[config.mk]
export PLATFORM = sky130hd
export DESIGN_NAME = kairos_stream_loader
export DESIGN_NICKNAME = d
export VERILOG_FILES = /design/src/rtl/kairos_loader_pkg.sv /design/src/rtl/kairos_half_packer.sv /design/src/rtl/kairos_stream_loader.sv
export SDC_FILE = /design/constraint.sdc
export NUM_CORES = 1
export LEC_CHECK = 0
export CORE_AREA = 2 2 137 139
export DETAILED_ROUTE_END_ITERATION = 6
export DIE_AREA = 0 0 139 141
export PLACE_DENSITY = 0.8
export SLEW_MARGIN = 20
export SYNTH_ARGS = -nofsm -noshare
export SYNTH_HDL_FRONTEND = slang
export SYNTH_HIERARCHICAL = 1
export SYNTH_SLANG_ARGS = --single-unit
[constraint.sdc]
create_clock -name clk -period 5 [get_ports clk]
set_clock_uncertainty 0.2 [all_clocks]
set_input_delay 1 -clock clk [delete_from_list [all_inputs] [get_ports clk]]
set_output_delay 1 -clock clk [all_outputs]
set_load 0.01 [all_outputs]
[src/rtl/kairos_loader_pkg.sv]
// kairos_loader_pkg
// Shared types and constants for the Kairos pin-stream loader.
//   state_e     : top-level protocol phase
//   unload_ph_e : sub-phase of the result serialiser
//   half_sel_e  : low/high half selector for 16-bit <-> 32-bit conversion
//   CFG_*       : index of each configuration word in the config block
package kairos_loader_pkg;

  typedef enum logic [2:0] {
    CFG     = 3'd0,
    INSTR   = 3'd1,
    DATA    = 3'd2,
    START   = 3'd3,
    COMPUTE = 3'd4,
    UNLOAD  = 3'd5
  } state_e;

  typedef enum logic [1:0] {
    UN_READ  = 2'd0,
    UN_LATCH = 2'd1,
    UN_LO    = 2'd2,
    UN_HI    = 2'd3
  } unload_ph_e;

  typedef enum logic {
    HALF_LO = 1'b0,
    HALF_HI = 1'b1
  } half_sel_e;

  localparam int CFG_NINSTR  = 0;
  localparam int CFG_NIN     = 1;
  localparam int CFG_INBASE  = 2;
  localparam int CFG_NOUT    = 3;
  localparam int CFG_OUTBASE = 4;

  // Select one 16-bit half of a 32-bit word.
  function automatic logic [15:0] half_of(input logic [31:0] w, input half_sel_e sel);
    return (sel == HALF_HI) ? w[31:16] : w[15:0];
  endfunction

endpackage

[src/rtl/kairos_half_packer.sv]
// kairos_half_packer
// Assembles 32-bit words from consecutive 16-bit transfers, low half first.
// Ports:
//   clk, rst_n : clock, asynchronous active-low reset
//   clr        : force the toggle back to the low half (phase change)
//   in_fire    : a half-word transfer happens this cycle
//   in_half    : the transferred half-word
//   word_vld   : this transfer completes a word (high half)
//   word       : {in_half, held low half}, meaningful when word_vld
module kairos_half_packer
  import kairos_loader_pkg::*;
(
  input  logic        clk,
  input  logic        rst_n,
  input  logic        clr,
  input  logic        in_fire,
  input  logic [15:0] in_half,
  output logic        word_vld,
  output logic [31:0] word
);

  half_sel_e   sel_q, sel_d;
  logic [15:0] lo_q, lo_d;

  always_comb begin
    sel_d = sel_q;
    lo_d  = lo_q;
    if (in_fire) begin
      if (sel_q == HALF_LO) begin
        lo_d  = in_half;
        sel_d = HALF_HI;
      end else begin
        sel_d = HALF_LO;
      end
    end
    // clr wins so a new phase always begins on a low half
    if (clr) sel_d = HALF_LO;
  end

  assign word_vld = in_fire && (sel_q == HALF_HI);
  assign word     = {in_half, lo_q};

  always_ff @(posedge clk or negedge rst_n) begin
    if (!rst_n) begin
      sel_q <= HALF_LO;
      lo_q  <= '0;
    end else begin
      sel_q <= sel_d;
      lo_q  <= lo_d;
    end
  end

endmodule

[src/rtl/kairos_stream_loader.sv]
// kairos_stream_loader
// Receiving end of the Kairos 16-bit pin-stream protocol. Parses config
// words, the instruction program and repeated input batches, writes them
// into core memories, starts the core and streams results back out.
// Ports:
//   clk, rst_n                  : clock, asynchronous active-low reset
//   in_vld/in_rdy/in_data       : inbound 16-bit stream
//   out_vld/out_rdy/out_data    : outbound 16-bit stream
//   instr_wen/addr/wdata        : instruction memory write port
//   mem_wen/ren/addr/wdata/rdata: data memory port (read data one cycle later)
//   core_start/core_done        : core handshake pulses
//   cfg_out                     : latched config words, word k at [16k+:16]
//   instr_csum                  : XOR of all instruction words written, only
//                                 present when KAIROS_LOADER_CHECKSUM_EN is defined
module kairos_stream_loader
  import kairos_loader_pkg::*;
#(
  parameter int NUM_CONFIGS = 5,
  parameter int IADDR_W     = 8,
  parameter int ADDR_W      = 12,
  parameter int DATA_W      = 32
) (
  input  logic                      clk,
  input  logic                      rst_n,
  input  logic                      in_vld,
  output logic                      in_rdy,
  input  logic [15:0]               in_data,
  output logic                      out_vld,
  input  logic                      out_rdy,
  output logic [15:0]               out_data,
  output logic                      instr_wen,
  output logic [IADDR_W-1:0]        instr_addr,
  output logic [31:0]               instr_wdata,
  output logic                      mem_wen,
  output logic                      mem_ren,
  output logic [ADDR_W-1:0]         mem_addr,
  output logic [DATA_W-1:0]         mem_wdata,
  input  logic [DATA_W-1:0]         mem_rdata,
  output logic                      core_start,
  input  logic                      core_done,
  output logic [NUM_CONFIGS*16-1:0] cfg_out
`ifdef KAIROS_LOADER_CHECKSUM_EN
  ,
  output logic [31:0]               instr_csum
`endif
);

  localparam int CIDX_W = (NUM_CONFIGS > 1) ? $clog2(NUM_CONFIGS) : 1;

  state_e                    state_q, state_d;
  unload_ph_e                uph_q, uph_d;
  logic [CIDX_W-1:0]         cidx_q, cidx_d;
  logic [15:0]               idx_q, idx_d;
  logic [NUM_CONFIGS*16-1:0] cfg_q, cfg_d;
  logic [DATA_W-1:0]         hold_q, hold_d;
  logic                      rdy_q, rdy_d;
`ifdef KAIROS_LOADER_CHECKSUM_EN
  logic [31:0]               csum_q, csum_d;
`endif

  logic        in_fire;
  logic        load_fire;
  logic        word_vld;
  logic [31:0] word;
  logic [15:0] n_instr, n_in, n_out;
  logic [ADDR_W-1:0] addr_base;

  assign n_instr = cfg_q[CFG_NINSTR*16 +: 16];
  assign n_in    = cfg_q[CFG_NIN*16    +: 16];
  assign n_out   = cfg_q[CFG_NOUT*16   +: 16];

  // in_rdy comes straight from a flop so it never depends on in_vld
  assign in_fire   = in_vld && rdy_q;
  assign load_fire = in_fire && ((state_q == INSTR) || (state_q == DATA));

  kairos_half_packer u_packer (
    .clk      (clk),
    .rst_n    (rst_n),
    .clr      (state_d != state_q),
    .in_fire  (load_fire),
    .in_half  (in_data),
    .word_vld (word_vld),
    .word     (word)
  );

  always_comb begin
    state_d = state_q;
    uph_d   = uph_q;
    cidx_d  = cidx_q;
    idx_d   = idx_q;
    cfg_d   = cfg_q;
    hold_d  = hold_q;
`ifdef KAIROS_LOADER_CHECKSUM_EN
    csum_d  = csum_q;
`endif
    case (state_q)
      CFG: begin
        if (in_fire) begin
          for (int k = 0; k < NUM_CONFIGS; k++) begin
            if (cidx_q == CIDX_W'(k)) cfg_d[k*16 +: 16] = in_data;
          end
          if (cidx_q == CIDX_W'(NUM_CONFIGS-1)) begin
            cidx_d  = '0;
            idx_d   = '0;
            state_d = INSTR;
          end else begin
            cidx_d = cidx_q + CIDX_W'(1);
          end
        end
      end
      INSTR: begin
        if (word_vld) begin
`ifdef KAIROS_LOADER_CHECKSUM_EN
          csum_d = csum_q ^ word;
`endif
          if (idx_q == n_instr) begin
            idx_d   = '0;
            state_d = DATA;
          end else begin
            idx_d = idx_q + 16'd1;
          end
        end
      end
      DATA: begin
        if (word_vld) begin
          if (idx_q == n_in) begin
            idx_d   = '0;
            state_d = START;
          end else begin
            idx_d = idx_q + 16'd1;
          end
        end
      end
      START: state_d = COMPUTE;
      COMPUTE: begin
        if (core_done) begin
          idx_d   = '0;
          uph_d   = UN_READ;
          state_d = UNLOAD;
        end
      end
      UNLOAD: begin
        case (uph_q)
          UN_READ:  uph_d = UN_LATCH;
          UN_LATCH: begin
            hold_d = mem_rdata;
            uph_d  = UN_LO;
          end
          UN_LO: if (out_rdy) uph_d = UN_HI;
          UN_HI: begin
            if (out_rdy) begin
              uph_d = UN_READ;
              if (idx_q == n_out) begin
                idx_d   = '0;
                state_d = DATA;
              end else begin
                idx_d = idx_q + 16'd1;
              end
            end
          end
          default: uph_d = UN_READ;
        endcase
      end
      default: state_d = CFG;
    endcase
    rdy_d = (state_d == CFG) || (state_d == INSTR) || (state_d == DATA);
  end

  always_ff @(posedge clk or negedge rst_n) begin
    if (!rst_n) begin
      state_q <= CFG;
      uph_q   <= UN_READ;
      cidx_q  <= '0;
      idx_q   <= '0;
      cfg_q   <= '0;
      hold_q  <= '0;
      rdy_q   <= 1'b0;
`ifdef KAIROS_LOADER_CHECKSUM_EN
      csum_q  <= '0;
`endif
    end else begin
      state_q <= state_d;
      uph_q   <= uph_d;
      cidx_q  <= cidx_d;
      idx_q   <= idx_d;
      cfg_q   <= cfg_d;
      hold_q  <= hold_d;
      rdy_q   <= rdy_d;
`ifdef KAIROS_LOADER_CHECKSUM_EN
      csum_q  <= csum_d;
`endif
    end
  end

  // Read and write share one address: output base while unloading, else input base
  assign addr_base = (state_q == UNLOAD) ? cfg_q[CFG_OUTBASE*16 +: ADDR_W]
                                         : cfg_q[CFG_INBASE*16 +: ADDR_W];

  assign in_rdy      = rdy_q;
  assign instr_wen   = (state_q == INSTR) && word_vld;
  assign instr_addr  = idx_q[IADDR_W-1:0];
  assign instr_wdata = instr_wen ? word : '0;
  assign mem_wen     = (state_q == DATA) && word_vld;
  assign mem_wdata   = mem_wen ? word : '0;
  assign mem_addr    = addr_base + idx_q[ADDR_W-1:0];
  assign mem_ren     = (state_q == UNLOAD) && (uph_q == UN_READ);
  assign out_vld     = (state_q == UNLOAD) && ((uph_q == UN_LO) || (uph_q == UN_HI));
  assign out_data    = out_vld ? half_of(hold_q, (uph_q == UN_HI) ? HALF_HI : HALF_LO) : '0;
  assign core_start  = (state_q == START);
  assign cfg_out     = cfg_q;
`ifdef KAIROS_LOADER_CHECKSUM_EN
  assign instr_csum  = csum_q;
`endif

endmodule

======== After elaboration in Yosys (flattened, before gate mapping) ========
Cells that the tools add are included.
operators by class
  $add $sub $neg .......................... 3
  eq/ne operators ......................... 27
  mux-type cells .......................... 37
  bitwise logic cells ..................... 1
  reductions and logical operators ........ 28
operators by type and width
  kind                     number
  $mux W16                 12
  $pmux W16 S5             1
  $mux W32                 2
  $eq A16 B16 Y1           3
  $mux W3                  11
  $pmux W3 S6              1
  $add A16 B1 Y16 const B  1
  $eq A3 B2 Y1 const B     5
  $reduce_and A3 Y1        5
  $add A12 B12 Y12         1
  $mux W12                 1
  $ne A2 B2 Y1 const B     6
  $eq A3 B1 Y1 const B     3
  $eq A3 B3 Y1 const B     3
  $logic_not A3 Y1         3
  $pmux W2 S4              1
  $reduce_and A8 Y1        1
  $logic_and A1 B1 Y1      7
  $mux W2                  3
  $ne A3 B3 Y1 const B     2
  $reduce_and A2 Y1        3
  $reduce_bool A5 Y1       1
  $eq A2 B2 Y1 const B     2
  $logic_or A1 B1 Y1       4
  other kinds (10)         14
storage, ports and cells
  register bits ........................... 154
  bits of input ports ..................... 53
  logic and storage cells ................. 109

======== Longest topological paths before layout ========
  depth in word-level cells ............... 9
  depth in mapped cells ................... 15
  mapped depth without buffers ............ 12

======== Cells and area by module ========
The synthesis kept the hierarchy.
modules (own cells, without submodules)
  module                times used  cells each  area an instance (sq um)  seq. area each (sq um)
  kairos_stream_loader  1           717         7900.1                    3428.3
  kairos_half_packer    1           55          828.3                     425.4

======== Worst setup path before layout ========
OpenSTA, ideal clock, no wires.
  path type ............................... flip-flop to output port
  from .................................... reg state_q[1]
  to ...................................... out mem_addr[10]
  arrival ................................. 3.167 ns
  data required time ...................... 3.800 ns
  path slack .............................. 0.633 ns
  cell stages (with the launch flop) ...... 16
  buffers on the path ..................... 3
  path through ............................ dfrtp_1 buf_2 and2b_1 and2_1 buf_2 clkbuf_1 nand2_1 nand2_1 ha_1 fa_1 a21oi_1 o21ai_0 a2111oi_0 o31ai_1 a21oi_1 xnor2_1
between the ends
  cells in the longest elaborated chain, start to end .. 3
RTL lines
  item                    line                         text
  start, declared         kairos_stream_loader.sv:50   state_e state_q, state_d;
  start signal, assigned  kairos_stream_loader.sv:182  state_q <= state_d;
  $eq A3 B3 Y1            kairos_stream_loader.sv:196  assign addr_base = (state_q == UNLOAD) ? cfg_q[CFG_OUTBASE*16 +: ADDR_W]
  $mux W12                kairos_stream_loader.sv:196
  $add A12 B12 Y12        kairos_stream_loader.sv:205  assign mem_addr = addr_base + idx_q[ADDR_W-1:0];
  end, declared           kairos_stream_loader.sv:36   output logic [ADDR_W-1:0] mem_addr,
Every way passes these cells.

======== Final worst setup path ========
  from .................................... reg state_q[0]
  to ...................................... out mem_addr[10]
The elaborated chain is that of the path after synthesis.

==> summary.txt <==
CTS Sinks: 154
CP most frequent cell: nand2_1
IO buf count: 238
CTS H-tree depth: 4
Syn Area/Cell: 11.3 um^2
final instance area: 11600 um^2
Setup TNS Final: 0 ps
peak supply drop: 0.265 mV
Total Nets Final: 1053
clk slew on worst S/H paths: 60 ps
Crit path largest cell delay: 550 ps
vias in the first global route: 6601
Largest delay share family, worst path: compound AO/OA/AOI/OAI gates
top-count cell post-synth: dfrtp_1
Layout area overhead: 32.7%
DR vias: 6649
Vias/cell: 5.43
crit end category: primary output
hold path startpoint: cfg_out[79]
max frequency: 0.209 GHz
clk_lat worst skew: 420 ps
fillers: 1466
status: completed
Hold Path Stages: 1
drt first pass iters: 4
critical path type: reg2out
Syn. warnings: 6
reg2reg start: state_q[0]
CTS tree: done
share of post-route cells with drive strength above 1: 0.206
Synth top area share: 0.442
Die Wd: 139 um
Hold WC Path Type: reg2reg
Max Fanout on Critical Path: 4
Syn Nets: 847
Initial Utilization: 0.478
worst slew pin tran: 954 ps
Placer Congestion: 0.871
max_cap viols: 0
Global Route Usage Sum: 0.237
global-route wire length before repair: 36.3 mm
I/O pin count: 239
clk root buf: clkbuf_16
pwr dens: 290 nW/um^2
cells after synthesis: 772
Seq cells post-synth: 154
Reg2Reg Setup Slack: 1450 ps
wire per inst: 19.1 um
synth top area cells: dfrtp_1 (44%), mux2_2 (14%), and2_1 (4.7%)
Crit path required time: 3800 ps
Worst Hold End: cfg_out[79]
initial antenna violation count: 0
Final Max Tran Viols: 0
n_diodes: 0
Slowest cell on crit path: clkdlybuf4s50_1
DP HPWL: 16.9 mm
top post-synthesis cells by count: dfrtp_1 (154), mux2_2 (109), and2_1 (66)
GR Overflow Total: 0
Worst R2R End: idx_q[3]
CP Launch Type: register
Final Cycle Share: 0.958
core footprint: 18300 um^2
Hold WS: 294 ps
drc violations: 0
Cell Chain, Critical Path: and2b_1 > and2_1 > nand2_1 > nand2_1 > ha_1 > fa_1 > a21oi_2 > o21ai_1 > a2111oi_4 > o31ai_1 > a21oi_1 > xnor2_1 > clkdlybuf4s50_1
Seq/Total Area, Yosys: 0.442
Synth async-reset ratio: 1.00
Period minus WS final: 4790 ps
LEAKAGE: 5.09 nW
Buffers & Inverters on Critical Path: 1
EDFF count, synth: 0
die area: 19600 um^2
critical path arrival: 3590 ps
Worst R2R Path Depth: 11
Yosys top cell by area: dfrtp_1
DRT Wirelength: 23.3 mm
Rel. slew slack: 0.364
largest net degree at the start of global routing: 101
cts hold-fix bufs: 0
CTS Buf Count: 17
die height: 141 um
setup violators final: 0
Fin. Hold Viols: 0
Site Rows: 50
post-synth cell types: 65
RSZ-0062 raised after global routing: false
maximum clock path buffer count: 2
synthesized area: 8730 um^2
Synth Flop Type: dfrtp_1
placed inst area: 11000 um^2
drt initial violations: 368
ANT nets after route: 0
-- cell families after synthesis --
| family | share of synthesized area |
|---|---|
| and+or+nand+nor | 0.165 |
| DFF | 0.442 |
| muxes | 0.190 |
| buffers and inverters | 0.0671 |
| xor gates and xnor gates | 0.0612 |
| AOI/OAI and AO/OA | 0.0427 |
| adders and majority gates | 0.0324 |
-- repair_timing --
action	in CTS	in global routing
pin swaps	0	1
setup endpoints to repair	1	1
resized for setup	2	3
setup buffers	0	0
-- flip-flops by register name, indices dropped and copies added (netlist names) --
register        flops
hold_q             32
u_packer/lo_q      16
u_packer/sel_q      1
cidx_q              3
in_rdy              1
cfg_out            80
idx_q              16
state_q             3
uph_q               2
-- report_power, final --
part	switching (W)	internal [W]	leakage (nW)
Combinational	0.000319	0.000385	2.81
Clock	0.000512	0.000700	0.266
Sequential	0.000103	0.00134	2.01
Total	0.000933	0.00243	5.09
-- placed cells by master (no fill, tap or decap), types with 4 or more instances in the layout --
cell and instances:
a211oi_1 4, a21oi_1 6, and2_1 66, and3_1 5
buf_4 20, clkbuf_1 4, clkbuf_16 17, clkdlybuf4s50_1 237
clkinv_2 4, dfrtp_1 154, ha_1 21, inv_1 11
mux2_1 9, mux2_2 109, mux2_4 10, mux2i_1 18
nand2_1 54, nand3_1 13, nand4_1 13, nor2_1 44
nor2_2 4, nor3_1 10, nor3_2 7, nor4_1 5
nor4_2 4, o21ai_0 19, xnor2_1 38, xor2_1 23
-- how the worst max path moves through the flow --
stage,from,end,cells past startpoint
after detailed placement,in_vld,instr_wdata[15],9
after floorplan,state_q[1],mem_addr[10],15
after global placement,state_q[0],mem_addr[10],13
after CTS,state_q[0],mem_addr[10],13
final,state_q[0],mem_addr[10],13
after global routing,state_q[0],mem_addr[10],13
-- metal layers --
layer / global-route usage / wire (um) / vias up
met2: 0.375 / 10900 / 260
met4: 0.0845 / 593 / 0
met1: 0.320 / 10300 / 3312
met5: 0 / 0 / -
li1: - / - / 3041
met3: 0.0591 / 1530 / 36
-- stage by stage --
| stage | worst slack [ps] | util | total power (W) | instances |
|---|---|---|---|---|
| after floorplan | 633 | - | 0.00188 | 772 |
| after global placement | 397 | 0.603 | 0.00215 | 1193 |
| after detailed placement | 331 | 0.603 | 0.00217 | 1193 |
| after CTS | 40.2 | 0.633 | 0.00339 | 1225 |
| after global routing | 39.2 | 0.634 | 0.00350 | 1225 |
| final | 211 | 0.634 | 0.00336 | 1225 |
-- cell type report --
| class | instances | area, um^2 | share of cell area |
|---|---|---|---|
| multi-input cells | 536 | 4310 | 0.372 |
| flip-flops and latches | 154 | 3850 | 0.333 |
| repair buffers | 258 | 2530 | 0.219 |
| clock buffers | 22 | 454 | 0.0392 |
| well taps | 234 | 293 | 0.0253 |
| clock inverters | 10 | 93.8 | 0.00810 |
| inverters | 11 | 41.3 | 0.00356 |
No activity file was read; power rests on OpenSTA's default activity.
